**config.mk**
```make
export PLATFORM = sky130hd
export DESIGN_NAME = riscv_mem_arbiter
export DESIGN_NICKNAME = d
export VERILOG_FILES = /design/src/rtl/riscv_mem_arbiter_pkg.sv /design/src/rtl/riscv_mem_arbiter_tagq.sv /design/src/rtl/riscv_mem_arbiter.sv
export SDC_FILE = /design/constraint.sdc
export NUM_CORES = 1
export LEC_CHECK = 0
export ABC_CLOCK_PERIOD_IN_PS = 3000
export CAP_MARGIN = 5
export CORE_AREA = 2 2 182 184
export DETAILED_ROUTE_END_ITERATION = 12
export DIE_AREA = 0 0 184 186
export PLACE_DENSITY = 0.51
export SETUP_SLACK_MARGIN = 0.2
export SLEW_MARGIN = 20
export SYNTH_ARGS = -nofsm -noshare
export SYNTH_HDL_FRONTEND = slang
export SYNTH_SLANG_ARGS = --single-unit
export TNS_END_PERCENT = 50
```
**constraint.sdc**
```tcl
create_clock -name clk -period 3 [get_ports clk]
set_input_delay 0.9 -clock clk [delete_from_list [all_inputs] [get_ports clk]]
set_output_delay 0.9 -clock clk [all_outputs]
set_load 0.03 [all_outputs]
```
**src/rtl/riscv_mem_arbiter_pkg.sv**
```systemverilog
// Shared owner IDs and memory message layouts for the memory arbiter.
// Message layouts match the 32-bit address / 32-bit data request and response formats.
package riscv_mem_arbiter_pkg;

  localparam int ID_SZ = 2;

  typedef enum logic [ID_SZ-1:0] {
    ID_IMEM0 = 2'd0,
    ID_IMEM1 = 2'd1,
    ID_DMEM  = 2'd2
  } owner_id_t;

  // 67-bit request: rw, addr, len, data
  typedef struct packed {
    logic        rw;
    logic [31:0] addr;
    logic [1:0]  len;
    logic [31:0] data;
  } mem_req_t;

  // 35-bit response: rw, len, data
  typedef struct packed {
    logic        rw;
    logic [1:0]  len;
    logic [31:0] data;
  } mem_resp_t;

endpackage

```
**src/rtl/riscv_mem_arbiter_tagq.sv**
```systemverilog
// In-order owner-ID queue; push/pop take effect on the clock edge, head_id is combinational.
// Backpressure: full/empty are registered-state views; push when full or pop when empty is ignored.
module riscv_mem_arbiter_tagq
  import riscv_mem_arbiter_pkg::*;
#(
  parameter int DEPTH = 4
) (
  input  logic      clk,
  input  logic      reset,
  input  logic      push,
  input  owner_id_t push_id,
  input  logic      pop,
  output owner_id_t head_id,
  output logic      empty,
  output logic      full
);

  localparam int AW = $clog2(DEPTH);
  localparam int CW = AW + 1;

  owner_id_t       mem [DEPTH];
  logic [AW-1:0]   wr_ptr;
  logic [AW-1:0]   rd_ptr;
  logic [CW-1:0]   count;
  logic            do_push;
  logic            do_pop;

  assign empty   = (count == '0);
  assign full    = (count == CW'(DEPTH));
  assign do_push = push & ~full;
  assign do_pop  = pop & ~empty;
  assign head_id = mem[rd_ptr];

  always_ff @(posedge clk) begin
    if (do_push) mem[wr_ptr] <= push_id;
  end

  // Pointers are AW bits wide, so they wrap modulo DEPTH for free.
  always_ff @(posedge clk or negedge reset) begin
    if (!reset) begin
      wr_ptr <= '0;
      rd_ptr <= '0;
      count  <= '0;
    end else begin
      if (do_push) wr_ptr <= wr_ptr + AW'(1);
      if (do_pop)  rd_ptr <= rd_ptr + AW'(1);
      if (do_push && !do_pop)      count <= count + CW'(1);
      else if (do_pop && !do_push) count <= count - CW'(1);
    end
  end

endmodule

```
**src/rtl/riscv_mem_arbiter.sv**
```systemverilog
// Three-way memory arbiter (dmem fixed priority, imem0/imem1 round robin), 0-cycle grant and response steering.
// Stalls requesters when memreq_rdy is low or MAX_OUTST tags are in flight; optional RISCV_MEM_ARB_PERF_EN stall counters.
module riscv_mem_arbiter
  import riscv_mem_arbiter_pkg::*;
#(
  parameter int MAX_OUTST = 4,
  parameter int CNT_W     = 16
) (
  input  logic             clk,
  input  logic             reset,
  input  mem_req_t         req0_msg,
  input  logic             req0_val,
  output logic             req0_rdy,
  input  mem_req_t         req1_msg,
  input  logic             req1_val,
  output logic             req1_rdy,
  input  mem_req_t         req2_msg,
  input  logic             req2_val,
  output logic             req2_rdy,
  output mem_resp_t        resp0_msg,
  output logic             resp0_val,
  output mem_resp_t        resp1_msg,
  output logic             resp1_val,
  output mem_resp_t        resp2_msg,
  output logic             resp2_val,
  output mem_req_t         memreq_msg,
  output logic             memreq_val,
  input  logic             memreq_rdy,
  input  mem_resp_t        memresp_msg,
  input  logic             memresp_val,
  output logic             err_orphan,
  output logic [CNT_W-1:0] stall_cnt0,
  output logic [CNT_W-1:0] stall_cnt1,
  output logic [CNT_W-1:0] stall_cnt2
);

  owner_id_t rr_ptr;
  owner_id_t gnt_id;
  owner_id_t head_id;
  logic [2:0] gnt;
  logic       q_empty;
  logic       q_full;
  logic       accept;
  logic       pop;

  always_comb begin
    gnt = 3'b000;
    if (req2_val)                 gnt = 3'b100;
    else if (rr_ptr == ID_IMEM0)  gnt = req0_val ? 3'b001 : (req1_val ? 3'b010 : 3'b000);
    else                          gnt = req1_val ? 3'b010 : (req0_val ? 3'b001 : 3'b000);
  end

  assign gnt_id     = gnt[2] ? ID_DMEM : (gnt[1] ? ID_IMEM1 : ID_IMEM0);
  assign memreq_msg = gnt[2] ? req2_msg : (gnt[1] ? req1_msg : req0_msg);
  assign memreq_val = reset & (req0_val | req1_val | req2_val) & ~q_full;
  assign req0_rdy   = reset & gnt[0] & memreq_rdy & ~q_full;
  assign req1_rdy   = reset & gnt[1] & memreq_rdy & ~q_full;
  assign req2_rdy   = reset & gnt[2] & memreq_rdy & ~q_full;
  assign accept     = memreq_val & memreq_rdy;
  assign pop        = reset & memresp_val & ~q_empty;

  assign resp0_val = pop & (head_id == ID_IMEM0);
  assign resp1_val = pop & (head_id == ID_IMEM1);
  assign resp2_val = pop & (head_id == ID_DMEM);
  assign resp0_msg = memresp_msg;
  assign resp1_msg = memresp_msg;
  assign resp2_msg = memresp_msg;

  riscv_mem_arbiter_tagq #(.DEPTH(MAX_OUTST)) u_tagq (
    .clk     (clk),
    .reset   (reset),
    .push    (accept),
    .push_id (gnt_id),
    .pop     (pop),
    .head_id (head_id),
    .empty   (q_empty),
    .full    (q_full)
  );

  always_ff @(posedge clk or negedge reset) begin
    if (!reset) begin
      rr_ptr     <= ID_IMEM0;
      err_orphan <= 1'b0;
    end else begin
      if (accept && !gnt[2]) rr_ptr <= gnt[0] ? ID_IMEM1 : ID_IMEM0;
      if (memresp_val && q_empty) err_orphan <= 1'b1;
    end
  end

`ifdef RISCV_MEM_ARB_PERF_EN
  logic [CNT_W-1:0] cnt [3];
  logic [2:0]       vals;
  logic [2:0]       rdys;

  assign vals = {req2_val, req1_val, req0_val};
  assign rdys = {req2_rdy, req1_rdy, req0_rdy};

  always_ff @(posedge clk or negedge reset) begin
    if (!reset) begin
      for (int i = 0; i < 3; i++) cnt[i] <= '0;
    end else begin
      for (int i = 0; i < 3; i++)
        if (vals[i] && !rdys[i] && (cnt[i] != '1)) cnt[i] <= cnt[i] + CNT_W'(1);
    end
  end

  assign stall_cnt0 = cnt[0];
  assign stall_cnt1 = cnt[1];
  assign stall_cnt2 = cnt[2];
`else
  assign stall_cnt0 = '0;
  assign stall_cnt1 = '0;
  assign stall_cnt2 = '0;
`endif

endmodule

```
==> results.yml <==
die:
  io_pins: 471
  die_width_um: 184
  die_area_um2: 34200
  rows: 66
  die-height_um: 186
  coreArea_um2: 32200
  initial_utilization_pct: 11.3
cts:
  cts_buffer_depth: 2
  tritoncts: "yes"
  htreeDepth: 1
  cts_inserted_buffers: 3
  clk_latency_ns: 0.25
  cts_root_buf: "clkbuf_16"
  clk_pin_slew_ns: 0.05
  cts.sinks: 17
yosys:
  ys_seq_elements: 17
  ys.flop_type: "dfrtp_1"
  synth_top_area_share_pct: 32.6
  yosysUniqueCellTypes: 36
  synth_area_um2: 3640
  synthCells: 535
  synth.area.top_cells: "buf_4 33%, a31oi_1 12%, nand3_1 9.2%"
  synth_area_leader_cell: "buf_4"
  yosys_warnings: 0
  avgSynthCellArea_um2: 6.81
  synth_seq_area_share_pct: 12.8
  async_flop_share_pct: 52.9
  synth_edf_count: 8
cells_and_area:
  layout.nets: 998
  drive_gt1_share_pct: 30.5
  final_cell_mix: "200 x clkdlybuf4s50_1, 85 x buf_4, 70 x nor2_1"
  syn_to_final_growth_pct: 101
  final_common_cell: "clkdlybuf4s50_1"
setup_path:
  reg2reg_depth: 8
  crit_arrival_ns: 1.99
  cp-startpoint: "req0_val"
  path_class: "in2out"
  r2r_end: "u_tagq.count[2]"
  rrSetupSlack_ns: 0.71
  cp.required_ns: 2.10
  crit_path_end: "memreq_msg[24]"
  cp-start-kind: "primary input"
  worst_r2r_startpoint: "u_tagq.count[0]"
  cp-end-kind: "output pin"
  crit_fanout: 7
drt:
  routedLengthMet1_um: 8250
  vias_per_cell: 3.90
  vias: 4511
  routed.top_layer: "met4"
  route.met2.wl_um: 9900
  wl_met3_um: 1430
  drt_iter0_drc: 117
  wirelength_um: 20400
  drtAntennaViolNets: 0
  wire_per_inst_um: 17.7
  drc: 0
  dr.pass1.iters: 4
power:
  power_mw: 2.99
  p_per_area_nw_per_um2: 409
  vdd_drop_max_v: 0.000331
  power_leakage_nw: 2.83
grt:
  grt_pass1_wl_um: 26400
  grt_pass1_vias: 4453
  grt_max_degree: 32
  gr-total-overflow: 0
  antenna_found_initial: 1
  grt_usage_pct: 10.4
outcome:
  outcome: "finished clean"
timing:
  hold_viol_final: 0
  fin_skew_ns: 0.00293
  rsz0062_at_grt: "true"
  fin_crit_sh_pct: 96.3
  fin_setup_tns_ns: 0
  fmax_mhz: 346
  setup_viol: 0
  finalCriticalPeriod_ns: 2.89
  drv_slew: 0
min_path:
  hold_path_class: "reg2reg"
placed_design:
  place_hpwl_um: 13600
  port_buffers: 282
  routabilityCongestion: 0.740
job:
  drv_cap: 0
==> kinds of logic (layout without fill, tap and decap cells) <==
| logic type | Yosys count | count (layout) | share of synthesized area (%) |
|---|---|---|---|
| buf+inv | 204 | 370 | 39.0 |
| other cells | 1 | 49 | 0.103 |
| xor+xnor | 6 | 6 | 1.44 |
| fa+ha+maj | 6 | 6 | 2.27 |
| flops | 17 | 17 | 12.8 |
| mux | 4 | 4 | 1.96 |
| compound gates | 138 | 138 | 21.8 |
| simple gates | 159 | 159 | 20.6 |
==> state kept, by name, summed over array words and instances, names as in the netlist <==
name,cells
u_tagq.count,3
u_tagq.mem,8
u_tagq.rd_ptr,2
rr_ptr,1
u_tagq.wr_ptr,2
err_orphan,1
==> layout make-up <==
class                           instances  area (um^2)
Clock inverter                          1         5.00
Antenna cell                            1         2.50
Fill cell                            3547        24900
Tap cell                              408          510
Inverter                                6         40.0
Timing Repair Buffer                  360         3940
Clock buffer                            3         75.1
Multi-Input combinational cell        361         2280
Sequential cell                        17          465
==> stage by stage <==
stage / utilization [%] / area (um^2) / hold slack (ns) / worst slack (ns) / instances
6_report: 22.7 / 7320 / 0.472 / 0.111 / 1157
5_1_grt: 22.7 / 7320 / 0.514 / 0.0526 / 1157
4_1_cts: 22.2 / 7160 / 0.473 / 0.0942 / 1154
3_5_place_dp: 20.0 / 6430 / 0.447 / -0.370 / 1129
3_3_place_gp: 20.0 / 6430 / 0.460 / -0.331 / 1129
2_1_floorplan: - / 3980 / 0.477 / 0.0702 / 582
==> worst min-delay path by stage <==
stage,from,end,cells past startpoint
after floorplan,u_tagq.rd_ptr[1],u_tagq.rd_ptr[1],1
after global placement,err_orphan,err_orphan,1
after detailed placement,err_orphan,err_orphan,1
after CTS,err_orphan,err_orphan,1
after global routing,err_orphan,err_orphan,1
final,err_orphan,err_orphan,1
==> power by group <==
part	internal, mW	switching, mW
Clock	0.179	0.0919
Combinational	1.15	1.15
Sequential	0.320	0.0983
==> synth_stat cells, types with 2 or more instances <==
master and n:
buf_6 6, dfrtp_1 9, nand2_1 4, clkbuf_1 20
o21ai_1 9, and2_1 4, edfxtp_1 8, ha_1 5
clkbuf_2 2, inv_1 4, xor2_1 3, a31oi_1 67
buf_2 12, nor2_1 71, buf_4 158, nor3b_1 3
nand3_1 67, nor3_1 4, xnor2_1 3, o21ai_0 58
mux4_2 2, inv_2 2
==> metal layers <==
layer	vias to the layer above	global-route usage, %
met5	-	0
met4	0	4.93
met3	71	2.03
met2	264	18.1
met1	2077	12.2
li1	2099	-
==> critical path, stage by stage <==
cell,delay [ns]
buf_8,0.10
and2b_4,0.22
buf_12,0.15
clkbuf_16,0.15
o21ai_0,0.18
a31oi_2,0.11
buf_4,0.17
==> repair_timing <==
action / in CTS / in global routing
resized for setup: 86 / 41
hold buffers: 0 / 0
gates cloned: 11 / 2
setup buffers: 10 / 0
setup endpoints to repair: 76 / 68
endpoints found under the hold margin: 0 / 0
pin swaps: 30 / 30
Note: power is estimated with default switching activity, not from simulation.
